**src/rtl/alu_rs_pkg.sv**
```systemverilog
// rtl/alu_rs_pkg.sv - shared opcodes, default sizes and helpers for the ALU reservation station
package alu_rs_pkg;

  localparam int RS_SIZE_DEFAULT = 4;
  localparam int ROB_W_DEFAULT   = 4;

  typedef enum logic [4:0] {
    OP_ADD   = 5'd0,
    OP_SUB   = 5'd1,
    OP_SLL   = 5'd2,
    OP_SLT   = 5'd3,
    OP_SLTU  = 5'd4,
    OP_XOR   = 5'd5,
    OP_SRL   = 5'd6,
    OP_SRA   = 5'd7,
    OP_OR    = 5'd8,
    OP_AND   = 5'd9,
    OP_BEQ   = 5'd10,
    OP_BNE   = 5'd11,
    OP_BLT   = 5'd12,
    OP_BGE   = 5'd13,
    OP_BLTU  = 5'd14,
    OP_BGEU  = 5'd15,
    OP_JAL   = 5'd16,
    OP_JALR  = 5'd17,
    OP_LUI   = 5'd18,
    OP_AUIPC = 5'd19
  } alu_op_e;

  // Size of the instruction in bytes, which is the distance to the link address.
  function automatic logic [31:0] link_incr(input logic inst_len);
    return inst_len ? 32'd4 : 32'd2;
  endfunction

endpackage

```
**src/rtl/ALU.sv**
```systemverilog
// rtl/ALU.sv - combinational integer ALU with branch compare and JALR target generation
module ALU
  import alu_rs_pkg::*;
(
  input  logic [31:0] op1,
  input  logic [31:0] op2,
  input  logic [31:0] addr,
  input  logic [4:0]  alu_op,
  input  logic        inst_length,
  output logic [31:0] result,
  output logic        zero,
  output logic        jalr_done,
  output logic [31:0] jalr_addr
);

  logic        taken;
  logic        is_branch;
  logic [31:0] link;

  assign link = addr + link_incr(inst_length);

  // Compute result, branch outcome and jump target; zero means "not taken" for branches.
  always_comb begin
    result    = 32'd0;
    taken     = 1'b0;
    is_branch = 1'b0;
    jalr_done = 1'b0;
    jalr_addr = 32'd0;
    case (alu_op)
      OP_ADD:   result = op1 + op2;
      OP_SUB:   result = op1 - op2;
      OP_SLL:   result = op1 << op2[4:0];
      OP_SLT:   result = {31'd0, $signed(op1) < $signed(op2)};
      OP_SLTU:  result = {31'd0, op1 < op2};
      OP_XOR:   result = op1 ^ op2;
      OP_SRL:   result = op1 >> op2[4:0];
      OP_SRA:   result = $unsigned($signed(op1) >>> op2[4:0]);
      OP_OR:    result = op1 | op2;
      OP_AND:   result = op1 & op2;
      OP_BEQ:   begin is_branch = 1'b1; taken = (op1 == op2); end
      OP_BNE:   begin is_branch = 1'b1; taken = (op1 != op2); end
      OP_BLT:   begin is_branch = 1'b1; taken = ($signed(op1) < $signed(op2)); end
      OP_BGE:   begin is_branch = 1'b1; taken = ($signed(op1) >= $signed(op2)); end
      OP_BLTU:  begin is_branch = 1'b1; taken = (op1 < op2); end
      OP_BGEU:  begin is_branch = 1'b1; taken = (op1 >= op2); end
      OP_JAL:   result = link;
      OP_JALR:  begin
        result    = link;
        jalr_done = 1'b1;
        jalr_addr = (op1 + op2) & ~32'd1;
      end
      OP_LUI:   result = op2;
      OP_AUIPC: result = addr + op2;
      default:  result = 32'd0;
    endcase
    zero = is_branch ? ~taken : (result == 32'd0);
  end

endmodule

```
**src/rtl/alu_rs_pick.sv**
```systemverilog
// rtl/alu_rs_pick.sv - rotating-priority picker over the ready vector
module alu_rs_pick #(
  parameter int RS_SIZE = 4,
  parameter int IDX_W   = 2
) (
  input  logic [RS_SIZE-1:0] ready_i,
  input  logic [IDX_W-1:0]   rr_ptr_i,
  output logic               grant_valid_o,
  output logic [IDX_W-1:0]   grant_idx_o
);

  logic [IDX_W-1:0] idx;

  // Scan from the farthest offset down so the ready entry closest to rr_ptr wins.
  always_comb begin
    grant_valid_o = 1'b0;
    grant_idx_o   = '0;
    idx           = '0;
    for (int k = RS_SIZE - 1; k >= 0; k--) begin
      idx = rr_ptr_i + IDX_W'(k);
      if (ready_i[idx]) begin
        grant_valid_o = 1'b1;
        grant_idx_o   = idx;
      end
    end
  end

endmodule

```
**src/rtl/alu_rs.sv**
```systemverilog
// rtl/alu_rs.sv - ALU reservation station: issue, CDB wakeup, rotating select, registered result
module alu_rs
  import alu_rs_pkg::*;
#(
  parameter int RS_SIZE = RS_SIZE_DEFAULT,
  parameter int ROB_W   = ROB_W_DEFAULT
) (
  input  logic             clk_in,
  input  logic             rst_in,
  input  logic             rdy_in,
  input  logic             flush_in,
  input  logic             issue_valid,
  input  logic [4:0]       issue_op,
  input  logic [31:0]      issue_vj,
  input  logic [31:0]      issue_vk,
  input  logic [ROB_W-1:0] issue_qj,
  input  logic [ROB_W-1:0] issue_qk,
  input  logic             issue_rj,
  input  logic             issue_rk,
  input  logic [31:0]      issue_addr,
  input  logic             issue_len,
  input  logic [ROB_W-1:0] issue_dest,
  output logic             rs_full,
  input  logic             cdb_valid,
  input  logic [ROB_W-1:0] cdb_tag,
  input  logic [31:0]      cdb_value,
  output logic             out_valid,
  output logic [ROB_W-1:0] out_tag,
  output logic [31:0]      out_result,
  output logic             out_zero,
  output logic             out_jalr_done,
  output logic [31:0]      out_jalr_addr
);

  localparam int IDX_W = $clog2(RS_SIZE);

  // Entry storage
  logic [RS_SIZE-1:0] busy_q, busy_d;
  logic [RS_SIZE-1:0] rj_q, rj_d;
  logic [RS_SIZE-1:0] rk_q, rk_d;
  logic [RS_SIZE-1:0] len_q, len_d;
  logic [4:0]         op_q   [RS_SIZE];
  logic [4:0]         op_d   [RS_SIZE];
  logic [31:0]        vj_q   [RS_SIZE];
  logic [31:0]        vj_d   [RS_SIZE];
  logic [31:0]        vk_q   [RS_SIZE];
  logic [31:0]        vk_d   [RS_SIZE];
  logic [31:0]        addr_q [RS_SIZE];
  logic [31:0]        addr_d [RS_SIZE];
  logic [ROB_W-1:0]   qj_q   [RS_SIZE];
  logic [ROB_W-1:0]   qj_d   [RS_SIZE];
  logic [ROB_W-1:0]   qk_q   [RS_SIZE];
  logic [ROB_W-1:0]   qk_d   [RS_SIZE];
  logic [ROB_W-1:0]   dest_q [RS_SIZE];
  logic [ROB_W-1:0]   dest_d [RS_SIZE];
  logic [IDX_W-1:0]   rr_ptr_q, rr_ptr_d;

  // Result register
  logic               out_valid_q, out_valid_d;
  logic [ROB_W-1:0]   out_tag_q, out_tag_d;
  logic [31:0]        out_result_q, out_result_d;
  logic               out_zero_q, out_zero_d;
  logic               out_jalr_done_q, out_jalr_done_d;
  logic [31:0]        out_jalr_addr_q, out_jalr_addr_d;

  // Select / issue helpers
  logic [RS_SIZE-1:0] ready_vec;
  logic               grant_valid;
  logic [IDX_W-1:0]   grant_idx;
  logic [IDX_W-1:0]   free_idx;
  logic               issue_fire;
  logic               fwd_j, fwd_k;
  logic               dispatch;

  logic [31:0]        alu_result;
  logic               alu_zero;
  logic               alu_jalr_done;
  logic [31:0]        alu_jalr_addr;

  assign ready_vec  = busy_q & rj_q & rk_q;
  assign rs_full    = &busy_q;
  assign issue_fire = issue_valid & ~rs_full;
  assign fwd_j      = cdb_valid & ~issue_rj & (cdb_tag == issue_qj);
  assign fwd_k      = cdb_valid & ~issue_rk & (cdb_tag == issue_qk);
  assign dispatch   = grant_valid & ~flush_in;

  alu_rs_pick #(
    .RS_SIZE (RS_SIZE),
    .IDX_W   (IDX_W)
  ) u_pick (
    .ready_i       (ready_vec),
    .rr_ptr_i      (rr_ptr_q),
    .grant_valid_o (grant_valid),
    .grant_idx_o   (grant_idx)
  );

  ALU u_alu (
    .op1         (vj_q[grant_idx]),
    .op2         (vk_q[grant_idx]),
    .addr        (addr_q[grant_idx]),
    .alu_op      (op_q[grant_idx]),
    .inst_length (len_q[grant_idx]),
    .result      (alu_result),
    .zero        (alu_zero),
    .jalr_done   (alu_jalr_done),
    .jalr_addr   (alu_jalr_addr)
  );

  // Lowest-index free entry, judged on registered busy bits so a slot freed by dispatch waits a cycle.
  always_comb begin
    free_idx = '0;
    for (int i = RS_SIZE - 1; i >= 0; i--) begin
      if (!busy_q[i]) free_idx = IDX_W'(i);
    end
  end

  // Entry next state: flush wins; otherwise wakeup, dispatch free and issue write.
  always_comb begin
    busy_d   = busy_q;
    rj_d     = rj_q;
    rk_d     = rk_q;
    len_d    = len_q;
    op_d     = op_q;
    vj_d     = vj_q;
    vk_d     = vk_q;
    addr_d   = addr_q;
    qj_d     = qj_q;
    qk_d     = qk_q;
    dest_d   = dest_q;
    rr_ptr_d = rr_ptr_q;
    if (flush_in) begin
      busy_d   = '0;
      rr_ptr_d = '0;
    end else begin
      if (cdb_valid) begin
        for (int i = 0; i < RS_SIZE; i++) begin
          if (busy_q[i] && !rj_q[i] && (qj_q[i] == cdb_tag)) begin
            rj_d[i] = 1'b1;
            vj_d[i] = cdb_value;
          end
          if (busy_q[i] && !rk_q[i] && (qk_q[i] == cdb_tag)) begin
            rk_d[i] = 1'b1;
            vk_d[i] = cdb_value;
          end
        end
      end
      if (grant_valid) begin
        busy_d[grant_idx] = 1'b0;
        rr_ptr_d          = grant_idx + IDX_W'(1);
      end
      if (issue_fire) begin
        busy_d[free_idx] = 1'b1;
        op_d[free_idx]   = issue_op;
        vj_d[free_idx]   = fwd_j ? cdb_value : issue_vj;
        vk_d[free_idx]   = fwd_k ? cdb_value : issue_vk;
        rj_d[free_idx]   = issue_rj | fwd_j;
        rk_d[free_idx]   = issue_rk | fwd_k;
        qj_d[free_idx]   = issue_qj;
        qk_d[free_idx]   = issue_qk;
        addr_d[free_idx] = issue_addr;
        len_d[free_idx]  = issue_len;
        dest_d[free_idx] = issue_dest;
      end
    end
  end

  // Result register loads on dispatch; payload holds otherwise so only out_valid drops.
  always_comb begin
    out_valid_d     = dispatch;
    out_tag_d       = out_tag_q;
    out_result_d    = out_result_q;
    out_zero_d      = out_zero_q;
    out_jalr_done_d = out_jalr_done_q;
    out_jalr_addr_d = out_jalr_addr_q;
    if (dispatch) begin
      out_tag_d       = dest_q[grant_idx];
      out_result_d    = alu_result;
      out_zero_d      = alu_zero;
      out_jalr_done_d = alu_jalr_done;
      out_jalr_addr_d = alu_jalr_addr;
    end
  end

  // State register; rdy_in low freezes everything, dropping that cycle's issue and CDB.
  always_ff @(posedge clk_in or posedge rst_in) begin
    if (rst_in) begin
      busy_q          <= '0;
      rj_q            <= '0;
      rk_q            <= '0;
      len_q           <= '0;
      rr_ptr_q        <= '0;
      out_valid_q     <= 1'b0;
      out_tag_q       <= '0;
      out_result_q    <= '0;
      out_zero_q      <= 1'b0;
      out_jalr_done_q <= 1'b0;
      out_jalr_addr_q <= '0;
      for (int i = 0; i < RS_SIZE; i++) begin
        op_q[i]   <= '0;
        vj_q[i]   <= '0;
        vk_q[i]   <= '0;
        addr_q[i] <= '0;
        qj_q[i]   <= '0;
        qk_q[i]   <= '0;
        dest_q[i] <= '0;
      end
    end else if (rdy_in) begin
      busy_q          <= busy_d;
      rj_q            <= rj_d;
      rk_q            <= rk_d;
      len_q           <= len_d;
      rr_ptr_q        <= rr_ptr_d;
      op_q            <= op_d;
      vj_q            <= vj_d;
      vk_q            <= vk_d;
      addr_q          <= addr_d;
      qj_q            <= qj_d;
      qk_q            <= qk_d;
      dest_q          <= dest_d;
      out_valid_q     <= out_valid_d;
      out_tag_q       <= out_tag_d;
      out_result_q    <= out_result_d;
      out_zero_q      <= out_zero_d;
      out_jalr_done_q <= out_jalr_done_d;
      out_jalr_addr_q <= out_jalr_addr_d;
    end
  end

  assign out_valid     = out_valid_q;
  assign out_tag       = out_tag_q;
  assign out_result    = out_result_q;
  assign out_zero      = out_zero_q;
  assign out_jalr_done = out_jalr_done_q;
  assign out_jalr_addr = out_jalr_addr_q;

endmodule

```
**config.mk**
```make
export PLATFORM = sky130hd
export DESIGN_NAME = alu_rs
export DESIGN_NICKNAME = d
export VERILOG_FILES = /design/src/rtl/alu_rs_pkg.sv /design/src/rtl/ALU.sv /design/src/rtl/alu_rs_pick.sv /design/src/rtl/alu_rs.sv
export SDC_FILE = /design/constraint.sdc
export NUM_CORES = 2
export LEC_CHECK = 0
export ABC_CLOCK_PERIOD_IN_PS = 21000
export CAP_MARGIN = 5
export CORE_MARGIN = 2
export CORE_UTILIZATION = 55
export CTS_BUF_LIST = sky130_fd_sc_hd__clkbuf_8
export DETAILED_ROUTE_END_ITERATION = 10
export PLACE_DENSITY_LB_ADDON = 0.1
export SYNTH_ARGS = -nofsm -noshare
export SYNTH_HDL_FRONTEND = slang
export SYNTH_SLANG_ARGS = --single-unit
```
**constraint.sdc**
```tcl
create_clock -name clk_in -period 21 [get_ports clk_in]
set_input_delay 4.2 -clock clk_in [delete_from_list [all_inputs] [get_ports clk_in]]
set_output_delay 4.2 -clock clk_in [all_outputs]
set_load 0.02 [all_outputs]
```
# Yosys cells after proc, flatten, opt, wreduce, memory -nomap -nowiden

Cells that the tools add are included.

Multiplexer cells: 100
Shifts and indexed selects: 3
Reduce and logical (&&, ||, !) cells: 37
Equal/unequal tests: 31
Magnitude comparators: 15
Add/sub/neg operators: 8
Bitwise logic cells: 23

Operators with widths:

| operator                                             | number |
|---|---|
| two-way mux 128 bit                                  | 6 |
| two-way mux 32 bit                                   | 18 |
| one-hot mux 32 bit (13 select lines)                 | 1 |
| bitwise mux 128 bit                                  | 3 |
| binary-select mux 32 bit (select 2 bit)              | 3 |
| adder 32 bit                                         | 3 |
| demux 32 bit (select 2 bit)                          | 1 |
| >= comparator 32 bit                                 | 2 |
| less-than comparator 32 bit                          | 2 |
| two-way mux 4 bit                                    | 13 |
| bitwise mux 16 bit                                   | 3 |
| equality test 4 bit                                  | 10 |
| equality test 5 x 4 -> 1 bit (second input constant) | 8 |
| bitwise AND 32 bit                                   | 1 |
| equality test 32 bit                                 | 1 |
| zero test 32 bit                                     | 1 |
| inequality test 32 bit                               | 1 |
| bitwise OR 32 bit                                    | 1 |
| left shift 32 x 5 -> 32 bit                          | 1 |
| >> shifter 32 x 5 -> 32 bit                          | 1 |
| >>> shifter 32 x 5 -> 32 bit                         | 1 |
| subtractor 32 bit                                    | 1 |
| XOR 32 bit                                           | 1 |
| two-way mux 1 bit                                    | 22 |
| other kinds (38)                                     | 112 |

Logic and storage cells: 256
Output and inout bits: 72
Input port bits: 158
Bits in registers: 541

# Longest topological paths before layout

Depth after elaboration: 19
Gate-level depth with buffers: 33

# Hierarchy

A second synthesis with hierarchy kept.

Cell total of the unflattened synthesis: 4,154
Area total of the unflattened synthesis: 37,592.3 µm²

By module, submodules not included:

| module      | sequential area each (µm²) | cells each | area each (µm²) | times used |
|---|---|---|---|---|
| alu_rs      | 13,538.0                   | 2,259      | 24,979.0        | 1 |
| ALU         | 0.0                        | 1,882      | 12,535.8        | 1 |
| alu_rs_pick | 0.0                        | 13         | 77.6            | 1 |

# Least setup slack after synthesis

Ideal clock, no wire load.

Path type: register to register
Start point: register busy_q[0]
End point: register out_zero_q (netlist: out_zero)
Setup time: 0.092 ns
Setup slack: 14.634 ns
Stages on the path, launching flop included: 32
Arrival time: 6.274 ns
Cell sequence: dfrtp_1 -> buf_2 -> nand3_2 -> o21ai_2 -> a21oi_4 -> inv_4 -> buf_6 -> buf_4 -> buf_6 -> buf_6 -> buf_2 -> clkbuf_1 -> clkbuf_1 -> clkbuf_1 -> nand2_1 -> and3_1 -> a31oi_1 -> ha_1 -> nor2b_1 -> o31a_1 -> o31ai_1 -> o21ai_0 -> a41o_1 -> a221o_1 -> a41oi_1 -> a21oi_1 -> nand2b_1 -> xor2_1 -> nand2_1 -> o211ai_1 -> or4_1 -> o31ai_2

Word-level cells in the longest chain between the ends: 17

Ends and longest elaborated chain:

| what                                                                  | line          | text |
|---|---|---|
| start: declaration                                                    | alu_rs.sv:38  | `logic [RS_SIZE-1:0] busy_q, busy_d;` |
| start signal: assignment                                              | alu_rs.sv:208 | `busy_q <= busy_d;` |
| bitwise AND 4 bit (*) (2 in series)                                   | alu_rs.sv:80  | `assign ready_vec = busy_q & rj_q & rk_q;` |
| parallel branches: the longest is 15 deep, another holds adder 32 bit | -             |  |
| end signal: assignment                                                | alu_rs.sv:223 | `out_zero_q <= out_zero_d;` |
| end: declaration                                                      | alu_rs.sv:62  | `logic out_zero_q, out_zero_d;` |

Every way passes the cells marked *. The select of a mux whose other input is x is not followed.
A chain may end at the register's enable or synchronous reset.

# Worst setup path in the final report

Start point: register busy_q[2]
End point: register out_zero_q (netlist: out_zero)

Same word-level chain as after synthesis.

==> results.md <==
- Status: complete, no violations
- Reg2Reg Depth: 26
- Top_reg_cell synth: dfrtp_1
- Critical Path Fanout Max: 105
- Post-synth EDFFs: 0
- Htree depth: 3
- Worst path max stage delay: 1.03 ns
- NetSw: 2.620 mW
- Seq/Total Area, Yosys: 0.3538
- Crit path kind: reg -> reg
- Mean cell area of the mapped netlist: 8.026 um2
- Most common cell in the netlist: nand2_1
- Setup violations, final: 0
- Worst EP required: 21.70 ns
- First-pass iteration count of the detailed router: 9
- Max IR drop VDD: 0.07465 mV
- Post-synth top area share: 0.3538
- Synth Instances: 4,758
- Logic gate share of total power: 0.542
- Post-synth top cells: 835 x nand2_1, 540 x dfrtp_1, 514 x nor2_1, 477 x a21oi_1, 316 x o22ai_1
- CTS Sinks: 540
- Global-route wire length before repair: 242,900 um
- Pleak: 19.52 nW
- Worst Tran Pin Value: 1.340 ns
- CTS tree: done
- Die Width: 267.5 um
- Layout Nets: 5,114
- Worst setup EP type: flip-flop
- Die H: 267.5 um
- Fin crit period: 8.719 ns
- Antenna-violating nets left: 0
- Initial antenna violation count: 7
- Post-CTS Setup Bufs: 0
- Final Instance Area: 42,880 um2
- Initial Util: 0.5558
- Core area: 68,710 um2
- Root buffer cell: clkbuf_8
- Final setup TNS: 0 ns
- IO buf count: 228
- Slew Limit Fails: 0
- Hold Path Depth: 2
- Post-CTS sizing: 0
- Seq pwr share: 0.274
- Arr. time, crit path: 9.42 ns
- Routed length per placed instance: 28.36 um
- Vias per cell: 6.824
- Fmax: 114.7 MHz
- Synthesized Nets: 5,051
- Total power: 5.416 mW
- Slew Limit Headroom: 0.08108
- Launch point of the worst reg-to-reg path: busy_q[2]
- # fillers: 6,165
- Drt drc: 0
- Largest area contributor in the netlist: dfrtp_1
- Hold Path Class: reg -> reg
- Critical path's most frequent cell: buf_4
- Sw Share: 0.4836
- Max-cap violations: 0
- Total grt overflow: 0
- Number of synthesized register bits: 540
- Post-Synthesis Cell Area: 38,190 um2
- GPL Wtd Cong: 1.180
- P per Cell Area: 126.3 nW/um2
- Capture point of the worst reg-to-reg path: out_zero
- RSZ-0062 raised after global routing: no
- Top post-synthesis cells by area: dfrtp_1 35%, nand2_1 8.2%, a21oi_1 6.3%
- Clk buf depth: 3
- Vias in the first global route: 36,890
- Total number of vias: 39,750
- Internal Dissipation: 2.797 mW
- TritonCTS buffer count: 91
- Full die area: 71,560 um2
- Reg2Reg Setup Slack: 12.28 ns
- Skew-Pair Late Insertion Delay: 0.79 ns
- Setup crit start kind: flip-flop
- Hold_buf cts: 0
- FFs w/ async S/R, synth: 1.000
- Final Hold Vio Count: 0
- Synth cell types: 100
- Layout area overhead: 12.29%
- Pin count of the biggest net entering global routing: 170
- I/O Pins: 230
- Worst Hold End: out_result[3]
- Post-route clock skew: 0.07220 ns
- Layout cells sized above 1: 0.09820
- Initial DRC count: 6,025
- Final Cycle Share: 0.4152
- Drt total wl: 165,200 um
- Reg clk slew, reported paths: 0.07 ns
- Hold path start: out_result[3]
- DPL Wire Length: 113,200 um
- CP max stage cell: nor4_1
- Placement Cell Area: 40,970 um2
- Gr usage total: 0.4536
- Site Rows: 96
- Clock power frac: 0.184
- Synth Warn #: 0
[sequential cells by signal, summed over array words and instances, names as in the netlist, 16 cells and up]
name           flops
addr_q           128
vj_q             128
vk_q             128
out_result        32
out_jalr_addr     31
op_q              20
dest_q            16
qj_q              16
qk_q              16
[critical path, delay by kind of cell (launching register included)]
family          cells  cell delay (ns)
simple gates       11             3.07
buf+inv             4             2.13
compound gates      8             1.66
flops               1             0.47
xor+xnor            1             0.45
mux                 1             0.40
fa+ha+maj           1             0.40
[power by group through the flow]
| stage | combinational (mW) | clock (mW) | sequential, mW |
|---|---|---|---|
| 5_1_grt | 3.05 | 1.05 | 1.51 |
| 2_1_floorplan | 1.74 | 0 | 1.49 |
| 3_5_place_dp | 2.76 | 0 | 1.49 |
| 4_1_cts | 2.78 | 1.00 | 1.48 |
| 6_report | 2.94 | 0.995 | 1.48 |
| 3_3_place_gp | 2.76 | 0 | 1.49 |
[kinds of logic after synthesis]
family | Yosys count | share of synthesized area
compound gates | 1389 | 0.2276
buf+inv | 495 | 0.05747
mux | 346 | 0.09727
other cells | 1 | 0.00009820
xor+xnor | 115 | 0.02637
simple gates | 1737 | 0.1926
flops | 540 | 0.3538
fa+ha+maj | 135 | 0.04482
[per-stage QoR]
stage / hold WS (ns) / worst slack [ns] / cells / util
final: 0.4727 / 12.28 / 5824 / 0.6242
after floorplan: 0.4403 / 1.706 / 4758 / -
after detailed placement: 0.4616 / 12.85 / 5658 / 0.5963
after global routing: 0.4918 / 12.21 / 5822 / 0.6241
after CTS: 0.4765 / 12.82 / 5818 / 0.6238
after global placement: 0.4569 / 13.02 / 5658 / 0.5963
[worst max-delay path by stage]
| stage | startpoint | end | cells after the start |
|---|---|---|---|
| final | busy_q[2] | out_zero | 26 |
| after global routing | busy_q[3] | out_zero | 27 |
| after CTS | busy_q[2] | out_zero | 27 |
| after detailed placement | busy_q[2] | out_zero | 27 |
| after global placement | busy_q[0] | out_zero | 24 |
| after floorplan | rst_in | addr_q[0] | 1 |
[final cells by class]
type / count / area [um2] / share of cell area
clock buffer: 116 / 1597 / 0.03723
multi-input combinational: 3723 / 22630 / 0.5277
antenna: 5 / 12.51 / 0.0002918
tap: 931 / 1165 / 0.02716
clock inverter: 44 / 295.3 / 0.006886
sequential: 540 / 13510 / 0.3151
inverter: 119 / 466.7 / 0.01088
timing repair buffer: 346 / 3203 / 0.07469
[layer usage]
metal / track usage / share of wire / vias up
li1: - / - / 17130
met1: 0.6033 / 0.39 / 19250
met2: 0.6430 / 0.41 / 2764
met3: 0.1418 / 0.13 / 596
met4: 0.2762 / 0.073 / 6
met5: 0 / 0.00027 / -
[placed cells by master, fill, tap and decap left out, types with 8 or more instances in the layout]
cell / n
a221oi_1: 13
o22ai_1: 316
nor2_1: 509
or2_2: 10
xnor2_1: 87
a31oi_1: 65
o21a_1: 9
and3_1: 56
clkbuf_8: 116
and2_1: 22
nand2b_1: 26
a21o_1: 24
xor2_1: 28
or3_1: 10
buf_4: 114
o21ai_1: 27
dfrtp_1: 540
ha_1: 132
inv_1: 144
o32ai_1: 8
nor3_1: 46
o21ai_0: 142
o21bai_1: 22
nand4_1: 24
a22oi_1: 57
mux2i_1: 189
o31ai_1: 15
mux2_2: 148
nor4_1: 33
a211oi_1: 44
o221ai_1: 28
nor2b_1: 18
a221o_1: 8
o2111ai_1: 10
o211ai_1: 28
nand2_1: 832
nand3_1: 108
a21oi_1: 469
a221oi_2: 8
clkdlybuf4s50_1: 228
Note: power is estimated with default switching activity, not from simulation.
